## src/rtl/rv32i_pkg.sv

```systemverilog
// Shared RV32I types for the memory port arbiter slice.
// Holds the memory defaults, the requester source tag and the response tag type.
package rv32i_pkg;

    localparam int MEM_AW      = 32;
    localparam int MEM_DW      = 32;
    localparam int MEM_LAT_DEF = 1;

    typedef enum logic {
        SRC_IF,
        SRC_DM
    } mem_src_e;

    typedef struct packed {
        logic     v;
        mem_src_e src;
    } mem_tag_t;

    // Kill a fetch-owned tag while a branch/jump flush is active.
    function automatic mem_tag_t dropIf(mem_tag_t t, logic flush);
        dropIf = t;
        if (flush && (t.src == SRC_IF)) begin
            dropIf.v = 1'b0;
        end
    endfunction

endpackage

```

## src/rtl/mem_resp_tracker.sv

```systemverilog
// Response owner pipeline: one tag per cycle of memory read latency.
// Ports: clk/rst_n (sync active-low), rdLoad/rdSrc (read grant this cycle),
// flushIf (drop fetch tags), ifValid/dmValid (response owner at the output stage).
module mem_resp_tracker
    import rv32i_pkg::*;
#(
    parameter int MEM_LAT = MEM_LAT_DEF
) (
    input  logic     clk,
    input  logic     rst_n,
    input  logic     rdLoad,
    input  mem_src_e rdSrc,
    input  logic     flushIf,
    output logic     ifValid,
    output logic     dmValid
);

    mem_tag_t [MEM_LAT-1:0] pipe;
    mem_tag_t               newTag;
    mem_tag_t               head;

    always_comb begin
        newTag.v   = rdLoad;
        newTag.src = rdLoad ? rdSrc : SRC_IF;
    end

    // Flush is applied as tags shift, so every fetch tag in flight,
    // including the one entering this cycle, is gone after the edge.
    always_ff @(posedge clk) begin
        if (!rst_n) begin
            pipe <= '0;
        end else begin
            pipe[0] <= dropIf(newTag, flushIf);
            for (int i = 1; i < MEM_LAT; i++) begin
                pipe[i] <= dropIf(pipe[i-1], flushIf);
            end
        end
    end

    assign head = pipe[MEM_LAT-1];

    // The tag leaving this cycle is still registered, so a same-cycle
    // flush has to mask the fetch response combinationally.
    always_comb begin
        ifValid = head.v && (head.src == SRC_IF) && !flushIf;
        dmValid = head.v && (head.src == SRC_DM);
    end

endmodule

```

## src/rtl/mem_port_arbiter.sv

```systemverilog
// Arbitrates one fixed-latency memory port between fetch (IF) and memory stage (DM).
// Ports: if_* fetch reads, dm_* loads/stores, flush_if drops fetch responses,
// stall_if to hazard unit, mem_* drive the memory, mem_rdata returns MEM_LAT later.
module mem_port_arbiter
    import rv32i_pkg::*;
#(
    parameter int AW         = MEM_AW,
    parameter int DW         = MEM_DW,
    parameter int MEM_LAT    = MEM_LAT_DEF,
    parameter int STARVE_MAX = 3
) (
    input  logic            clk,
    input  logic            rst_n,
    input  logic            if_req,
    input  logic [AW-1:0]   if_addr,
    output logic            if_gnt,
    output logic            if_rvalid,
    output logic [DW-1:0]   if_rdata,
    input  logic            dm_req,
    input  logic            dm_we,
    input  logic [DW/8-1:0] dm_be,
    input  logic [AW-1:0]   dm_addr,
    input  logic [DW-1:0]   dm_wdata,
    output logic            dm_gnt,
    output logic            dm_rvalid,
    output logic [DW-1:0]   dm_rdata,
    input  logic            flush_if,
    output logic            stall_if,
    output logic            mem_en,
    output logic            mem_we,
    output logic [DW/8-1:0] mem_be,
    output logic [AW-1:0]   mem_addr,
    output logic [DW-1:0]   mem_wdata,
    input  logic [DW-1:0]   mem_rdata
);

    localparam logic [2:0] STARVE_LIM = 3'(STARVE_MAX);

    logic [2:0] starveCnt;
    logic       ifWins;
    logic       rdLoad;
    mem_src_e   rdSrc;

    // DM has priority unless fetch has been starved long enough.
    always_comb begin
        ifWins = if_req && (!dm_req || (starveCnt == STARVE_LIM));
        if_gnt = ifWins;
        dm_gnt = dm_req && !ifWins;
    end

    assign stall_if = if_req && !if_gnt;

    always_ff @(posedge clk) begin
        if (!rst_n) begin
            starveCnt <= '0;
        end else if (stall_if) begin
            if (starveCnt != STARVE_LIM) begin
                starveCnt <= starveCnt + 3'd1;
            end
        end else begin
            starveCnt <= '0;
        end
    end

    always_comb begin
        mem_en    = 1'b0;
        mem_we    = 1'b0;
        mem_be    = '0;
        mem_addr  = '0;
        mem_wdata = '0;
        unique case (1'b1)
            if_gnt: begin
                mem_en   = 1'b1;
                mem_addr = if_addr;
            end
            dm_gnt: begin
                mem_en    = 1'b1;
                mem_we    = dm_we;
                mem_be    = dm_be;
                mem_addr  = dm_addr;
                mem_wdata = dm_wdata;
            end
            default: ;
        endcase
    end

    // Stores finish in the grant cycle; only reads take a tracker slot.
    always_comb begin
        rdLoad = if_gnt || (dm_gnt && !dm_we);
        rdSrc  = if_gnt ? SRC_IF : SRC_DM;
    end

    mem_resp_tracker #(
        .MEM_LAT (MEM_LAT)
    ) u_tracker (
        .clk     (clk),
        .rst_n   (rst_n),
        .rdLoad  (rdLoad),
        .rdSrc   (rdSrc),
        .flushIf (flush_if),
        .ifValid (if_rvalid),
        .dmValid (dm_rvalid)
    );

    assign if_rdata = mem_rdata;
    assign dm_rdata = mem_rdata;

endmodule

```

## config.mk

```make
export PLATFORM = sky130hd
export DESIGN_NAME = mem_port_arbiter
export DESIGN_NICKNAME = d
export VERILOG_FILES = /design/src/rtl/rv32i_pkg.sv /design/src/rtl/mem_resp_tracker.sv /design/src/rtl/mem_port_arbiter.sv
export SDC_FILE = /design/constraint.sdc
export NUM_CORES = 1
export LEC_CHECK = 0
export CAP_MARGIN = 0
export CORE_AREA = 3 3 106 108
export DETAILED_ROUTE_END_ITERATION = 10
export DIE_AREA = 0 0 109 111
export PLACE_DENSITY = 0.6
export SLEW_MARGIN = 20
export SYNTH_ARGS = -nofsm -noshare
export SYNTH_HDL_FRONTEND = slang
export SYNTH_SLANG_ARGS = --single-unit
```

## constraint.sdc

```tcl
create_clock -name clk -period 2.24 [get_ports clk]
set_clock_uncertainty 0.2 [all_clocks]
set_input_delay 0.448 -clock clk [delete_from_list [all_inputs] [get_ports clk]]
set_output_delay 0.448 -clock clk [all_outputs]
set_load 0.01 [all_outputs]
```

* After elaboration in Yosys (flattened, before gate mapping)
Index checks and enable logic that the tools add are counted.
Operators by class: add/subtract/negate cells 1, eq/ne operators 2, multiplexer cells 7, bitwise logic cells 3, reductions and logical operators 17
Operators with widths (number):
- $pmux W32 S2 | 1
- $mux W32 | 1
- $logic_and A1 B1 Y1 | 8
- $logic_not A1 Y1 | 4
- $mux W1 | 4
- $mux W4 | 1
- $reduce_or A2 Y1 | 2
- $add A3 B1 Y3 const B | 1
- $eq A3 B2 Y1 const B | 1
- $ne A3 B2 Y1 const B | 1
- $not A1 Y1 | 3
- $logic_or A1 B1 Y1 | 2
- $reduce_and A2 Y1 | 1
Storage, ports and cells: register bits 5, input bits 138, output and inout port bits 139, word-level logic and storage cells 33

* Longest topological paths before layout
Gate-level depths: netlist of run 1.
depth in word-level cells 11, mapped depth 6, depth with buffers taken out 5

* Hierarchy
From an unflattened synthesis of run 1, not the netlist that was laid out.
Unflattened totals: cell total of the unflattened synthesis 175, area, all modules 1373.8 um2
By module, submodules not included:
- mem_port_arbiter | instances 1, cells each 167, area each 1298.7 um2, seq. area each 60.1 um2
- mem_resp_tracker | instances 1, cells each 8, area each 75.1 um2, seq. area each 40.0 um2

* Worst setup path after synthesis of run 1
Ideal clock, no wire load.
kind register -> output, start register starveCnt[0], end output port mem_addr[0], data arrival time 1349 ps, data required time 1592 ps, setup slack 243 ps, cell stages (with the launch flop) 7, buffers on the path 1, cells stage by stage dfxtp_1 > ha_1 > ha_1 > inv_2 > a21boi_4 > buf_4 > a22o_1
On the way: longest elaborated chain between the ends 6
Ends and longest elaborated chain:
- start, declared | line mem_port_arbiter.sv:39 | logic [2:0] starveCnt;
- start signal, assigned | line mem_port_arbiter.sv:58 | starveCnt <= starveCnt + 3'd1;
- $eq A3 B2 Y1 (*) | line mem_port_arbiter.sv:46 | ifWins = if_req && (!dm_req || (starveCnt == STARVE_LIM));
- $logic_or A1 B1 Y1 (*) | line mem_port_arbiter.sv:46
- $logic_and A1 B1 Y1 (*) | line mem_port_arbiter.sv:46
- net if_gnt | line mem_port_arbiter.sv:16 | output logic if_gnt,
- $logic_not A1 Y1 | line mem_port_arbiter.sv:48 | dm_gnt = dm_req && !ifWins;
- $logic_and A1 B1 Y1 | line mem_port_arbiter.sv:48
- $pmux W32 S2 (*) | line mem_port_arbiter.sv:71 | unique case (1'b1)
- end, declared | line mem_port_arbiter.sv:32 | output logic [AW-1:0] mem_addr,
Mark *: on every way through the listed nets, which the timed path passes. The rest lies on a longest branch.

* Worst setup path after layout of run 1
start register starveCnt[0], end output port mem_addr[29]
On the way: longest elaborated chain between the ends 6
Ends and longest elaborated chain (line):
- $eq A3 B2 Y1 (*) | mem_port_arbiter.sv:46
- $logic_or A1 B1 Y1 (*) | mem_port_arbiter.sv:46
- $logic_and A1 B1 Y1 (*) | mem_port_arbiter.sv:46
- $logic_not A1 Y1 | mem_port_arbiter.sv:48
- $logic_and A1 B1 Y1 | mem_port_arbiter.sv:48
- $pmux W32 S2 (*) | mem_port_arbiter.sv:71
Mark *: on every way between the ends. The rest lies on a longest branch, timed or not.

==> metrics.txt, run 1 <==
cell accounting for the most synthesized area=buf_4; ys flop type=dfxtp_1; share of post-route cells with drive strength above 1=37.46%; most common cell in the netlist=buf_4; initial antenna violation count=0; FF+latch area=102.6 um^2; gpl congestion=0.7397; Hold Crit Class=reg -> reg; Max-Cap Viols=0; Pleak=about 1.3 nW; row count=37; CTS H-tree depth=1; chip height=111 um; Synth Register Bits=5; synth top area cells=buf_4 40%, a22o_1 22%, and2_1 18%, dfxtp_1 7.7%, a21boi_4 2.9%; Clock Sinks=5; GRT overflow=0; Synth Area in Simple Gates=22.57%; fin crit period=about 2.3 ns; Nets=440; drt drc=0; area of the multi-input gates=685.7 um^2; Netlist Area Pre-Place=around 0.0013 mm^2; Rel. slew slack=84.87%; Clk pin slew, worst setup/hold paths=approximately 0.030 ns; GRT Overall Usage=between 10% and 20%; register area share after synthesis=7.685%; CP Capture Type=output pin; compound-cell area share of the yosys netlist=roughly a quarter; vias in the first global route=1,728; reg2reg end=u_tracker.head[1]; WP data arrival=between 1.5 and 2 ns; largest family of logic cells by synthesized area=buffers and inverters; Startpoint Class=flip-flop; Root Driver=clkbuf_8; Post-synth EDFFs=0; Routed WL=6962 um; synth warn=0; Final ANT Viol Nets=0; adder-cell area share of the yosys netlist=1.921%; starting density of the core=12.62%; DP Area=about 0.0028 mm^2; DIE WIDTH=~110 um; P&R area growth vs syn=123.5%; Worst-Skew Late Latency=0.22 ns; top post-synthesis cells by count=70 x buf_4, 38 x and2_1, 32 x a22o_1, 5 x dfxtp_1, 3 x clkbuf_2; worst-margin pin slew=0.2238 ns; R2R Setup Slk=0.42 ns; syn_area_per_cell=just under 8 um^2; iteration count of the initial detailed-routing pass=4; Setup WS pre-CTS=-0.5938 ns; max-slew violations=0; CP Depth=9; Final Hold Fails=0; largest net degree at the start of global routing=26; Die ar.=0.01210 mm^2; final setup violation count=46; Layout fillers=~1,100; HPWL Detailed=4834 um; peak supply drop=approximately 0.11 mV; fmax=approximately 430 MHz; cell count after synthesis=166; Setup WS post-layout=-0.09926 ns; vias per inst=3.766; CTS Buf Count=3; Worst Setup EP=mem_addr[29]; worst reg2reg path depth=9; hold path depth=1; Boundary Pins=277; Yosys top cell area share=about two fifths; CP max-delay cell=dfxtp_2; syn nets=306; # diodes=0; hold_buf cts=0; crit-path max cell delay=~0.32 ns; WP data required=1.59 ns; crit-path most repeated cell=ha_4; cells along the critical path=ha_4, ha_4, inv_2, a21boi_4, buf_6, buf_12, buf_16, a22o_1, buf_2; first-pass GRT wire length=between 10,000 and 15,000 um; RR Startpoint=starveCnt[0]; Port Buffer Count=180; run status=finished, violations left; mux contribution to synthesized area=0%; power density over the cells=271.7 mW/mm^2; Core ar.=0.01032 mm^2; fin crit share=104.4%; worst-case clock buffer depth=2; via count=1,638; CP startpoint=starveCnt[0]; asr flop ratio synth=0%; XOR/XNOR share of the synthesized area=0%; kind of cell adding the most delay to the critical path=buffers and inverters; crit path max fanout=8; WP buf/inv=5; RSZ-0062 raised after global routing=yes; failing checks=negative setup slack; drt wl/cell=around 16 um; drt first-iter violations=32; CP Class=reg -> out; Yosys cell types=19; Finished Cell Area=0.002912 mm^2; TritonCTS clock tree=built
## stage by stage
stage	hold WS, ns	TNS (ns)	power (mW)	instances	utilization (%)
2_1_floorplan	0.2062	0	0.3632	166	-
3_3_place_gp	0.2151	-38.91	0.6153	415	27.31
3_5_place_dp	0.2229	-39.87	0.6179	415	27.31
4_1_cts	0.2298	-4.322	0.8068	436	28.30
5_1_grt	0.2494	-5.990	0.8382	435	28.20
6_report	0.2330	-2.706	0.7911	435	28.20
## what timing repair did
| item | in CTS | in global routing |
|---|---|---|
| gates cloned | 8 | 0 |
| setup endpoints to repair | 74 | 72 |
| resized for setup | 313 | 7 |
| pin swaps | 15 | 5 |
| buffers inserted | 9 | 0 |
## worst min path at each step
stage / from / to / slack (ns)
after CTS: starveCnt[0] / starveCnt[0] / 0.23
after global routing: starveCnt[0] / starveCnt[0] / 0.25
after floorplan: starveCnt[0] / starveCnt[0] / 0.21
after detailed placement: starveCnt[0] / starveCnt[0] / 0.22
after global placement: starveCnt[0] / starveCnt[0] / 0.22
final: starveCnt[0] / starveCnt[0] / 0.23
## final cells by class
class | count | area share [%]
tap | 136 | 5.844
inverter | 3 | 0.3868
sequential | 5 | 3.524
multi-input combinational | 84 | 23.55
clock buffer | 4 | 1.547
timing repair buffer | 203 | 65.15
## state kept, by name (all words and copies together), names as in the netlist
register	cells
starveCnt	3
u_tracker.head	2
## layer usage
layer / track usage [%] / part of all wire [%] / wire (um)
met5: 0 / 0 / 0
met4: 4.293 / 3.0 / 206
met3: 2.679 / 11 / 771
met2: 20.19 / 52 / 3643
met1: 11.23 / 34 / 2341
## worst reg2reg max path, cell delays in order, from the launching register on
cell      delay, ns
dfxtp_2        0.32
ha_4           0.16
ha_4           0.17
inv_2          0.06
a21boi_4       0.05
buf_6          0.13
buf_12         0.13
buf_16         0.14
buf_4          0.13
a31o_2         0.23
## layout by cell type, fill, tap and decap left out, types with 2 or more instances in the layout
master and count:
a21boi_4 2, a22o_1 32, and2_1 32, and2_4 6, buf_12 6, buf_16 6, buf_2 65, buf_4 5
buf_6 10, clkbuf_8 3, clkdlybuf4s50_1 104, dfxtp_1 3, dfxtp_2 2, dlygate4sd2_1 4, ha_4 2, inv_1 2
nor3b_1 2
## logic make-up after synthesis
logic type	count (synthesis)
simple gates	47
compound gates	35
flops	5
fa+ha+maj	2
buf+inv	77
## power breakdown
group / total, mW / internal, mW / switching (mW)
clock network: 0.168 / 0.122 / 0.0460
logic: 0.529 / 0.350 / 0.179
registers: 0.0941 / 0.0926 / 0.00153
total: 0.791 / 0.564 / 0.227
(Power assumes the default switching activity.)
==> inputs of run 2 (changes only) <==
--- a/config.mk
+++ b/config.mk
@@ -5,11 +5,12 @@
 export SDC_FILE = /design/constraint.sdc
 export NUM_CORES = 1
 export LEC_CHECK = 0
+export ABC_AREA = 1
 export CAP_MARGIN = 0
-export CORE_AREA = 3 3 106 108
+export CORE_AREA = 3 3 105 107
 export DETAILED_ROUTE_END_ITERATION = 10
-export DIE_AREA = 0 0 109 111
-export PLACE_DENSITY = 0.6
+export DIE_AREA = 0 0 108 110
+export PLACE_DENSITY = 0.63
 export SLEW_MARGIN = 20
 export SYNTH_ARGS = -nofsm -noshare
 export SYNTH_HDL_FRONTEND = slang
==> metrics.txt, run 2 <==
peak supply drop=0.1079 mV; synth top area cells=buf_4 32%, nand2_1 24%, inv_1 11%, nand3_1 10%, dfxtp_1 6.3%; Top Usage Layer GRT=met2; Comb pwr share=72.7%; fin crit period=2.386 ns; Nets=580; row count=37; WP data required=roughly 1.6 ns; share of post-route cells with drive strength above 1=48.75%; failing checks=negative setup slack; iteration count of the initial detailed-routing pass=4; Seq pwr share=10.0%; Die ar.=0.01188 mm^2; hold path depth=4; initial antenna violation count=2; Hold Crit Class=reg -> reg; TritonCTS clock tree=built; crit path max fanout=5; FF+latch area=102.6 um^2; Sw Share=roughly a third; Psw=between 0.3 and 0.4 mW; Pleak=2.032 nW; first-pass GRT wire length=around 12,000 um; most frequent cells in the layout=104 x clkdlybuf4s50_1, 55 x nand2_1, 48 x buf_6, 36 x buf_2; Max-Cap Viols=0; synth warn=0; Internal=about 0.62 mW; WP data arrival=roughly 1.7 ns; CTS H-tree depth=1; Routed WL=8708 um; drt first-iter violations=70; DP Area=just over 0.003 mm^2; met1 global-route usage=15.31%; worst-margin pin slew=0.2134 ns; via count=2,257; P&R area growth vs syn=137.0%; Setup WS post-layout=-0.1458 ns; vias in the first global route=2,283; DIE WIDTH=108 um; worst reg2reg path depth=9; register area share after synthesis=between 6 and 7%; max-slew violations=0; global-route met3 utilization=4.659%; top post-synthesis cells by count=102 x nand2_1, 68 x buf_4, 45 x inv_1, 33 x nand3_1, 10 x nand2_2; Worst-Skew Late Latency=roughly 0.22 ns; GRT overflow=0; drt drc=0; power density over the cells=about 250 mW/mm^2; Yosys cell types=16; clock power share=approximately 17%; Root Driver=clkbuf_8; Hold EP=starveCnt[2]; chip height=110 um; CP Capture Type=output pin; Min-Delay Startpoint=starveCnt[2]; CP Class=reg -> out; commonest non-fill, non-tap cell in the layout=clkdlybuf4s50_1; Layout fillers=1,085; Boundary Pins=277; Clock Sinks=5; area of the multi-input gates=974.7 um^2; syn_area_per_cell=5.481 um^2; Port Buffer Count=180; run status=finished, violations left; Synth Register Bits=5; Placed Instances=540; fmax=419.1 MHz; most common cell in the netlist=nand2_1; RSZ-0062 raised after global routing=yes; cell count after synthesis=289; Core ar.=0.01023 mm^2; GRT Overall Usage=between 10 and 15%; worst-case clock buffer depth=2; Final Hold Fails=0; RR Startpoint=starveCnt[1]; cell accounting for the most synthesized area=buf_4; Yosys top cell area share=32.23%; final setup violation count=67; Util after Layout=a little under two fifths; Netlist Area Pre-Place=0.001584 mm^2; CTS Buf Count=3; R2R Setup Slk=0.59 ns; overall power consumption=roughly 0.95 mW; Finished Cell Area=between 0.003 and 0.004 mm^2; max reg flops=3; Final ANT Viol Nets=0; HPWL Detailed=~6000 um; gpl congestion=0.7710; Post-synth EDFFs=0; # diodes=0; largest net degree at the start of global routing=24; reg2reg end=u_tracker.head[1]; drt wl/cell=15.14 um; Clk pin slew, worst setup/hold paths=0.03 ns; vias per inst=3.925; syn nets=between 400 and 500; met2 Track Usage GR=24.69%; fin crit share=106.5%; Rel. slew slack=a little under nine tenths; Startpoint Class=flip-flop; starting density of the core=15.48%; Final Instance Count excl. Fillers=575; Setup WS pre-CTS=-0.5694 ns; asr flop ratio synth=0%; Biggest register=starveCnt; ys flop type=dfxtp_1
[run 2: cell types whose count changed after synthesis, moves of 10 or more]
cell and change:
nand2_1 +101, nand2_2 +10, and2_1 -37, inv_1 +43, a22o_1 -32, nand3_1 +32
[run 2: repair_timing]
item                       CTS  global route
gates resized for setup    414            50
setup buffers               23             3
hold buffers                 0             0
setup endpoints to repair   74            73
pin swaps                    4             3
gates cloned                 9             0
[run 2: worst max path at each step]
stage	from	endpoint	slack, ns	cells after the start
5_1_grt	starveCnt[1]	mem_wdata[10]	-0.22	10
4_1_cts	starveCnt[1]	mem_wdata[23]	-0.19	10
3_5_place_dp	dm_req	mem_we	-0.57	7
2_1_floorplan	starveCnt[0]	mem_wdata[22]	0.22	6
3_3_place_gp	dm_req	mem_addr[21]	-0.55	7
6_report	starveCnt[1]	mem_wdata[10]	-0.15	10
[run 2: power groups by stage]
stage	Sequential, mW	Combinational (mW)	Clock, mW
after floorplan	0.0948	0.291	0
after global routing	0.0947	0.739	0.174
after CTS	0.0945	0.682	0.169
after global placement	0.0949	0.557	0
final	0.0945	0.689	0.165
after detailed placement	0.0951	0.558	0
[run 2: cell families after synthesis]
family          share of synthesized area [%]
flops                                   6.319
buf+inv                                 49.05
fa+ha+maj                               1.580
compound gates                          1.343
simple gates                            41.71
[run 2: per-stage QoR]
step,TNS [ns],hold slack (ns)
after global routing,-9.391,0.4001
after detailed placement,-37.64,0.3486
after floorplan,0,0.3073
final,-4.264,0.3569
after global placement,-36.32,0.3379
after CTS,-8.525,0.3609
[run 2: layout make-up]
| type | instances | share of cell area (%) |
|---|---|---|
| timing repair buffer | 224 | 60.98 |
| multi-input combinational | 160 | 25.96 |
| inverter | 46 | 4.598 |
| tap | 136 | 4.532 |
| sequential | 5 | 2.732 |
| clock buffer | 4 | 1.200 |
[run 2: worst max-delay path, cell delays in order (launching register included)]
cell and delay [ns]:
dfxtp_2 0.33, ha_4 0.16, ha_4 0.17, a21oi_4 0.17, buf_6 0.13, buf_12 0.13
buf_16 0.13, buf_12 0.10, nand2_4 0.04, inv_2 0.05, buf_6 0.09
[run 2: layer usage]
metal  vias to the layer above  wire (um)
li1                       1091          -
met1                       985       3184
met2                       143       4307
met3                        34        986
met4                         4        204
met5                         -         26
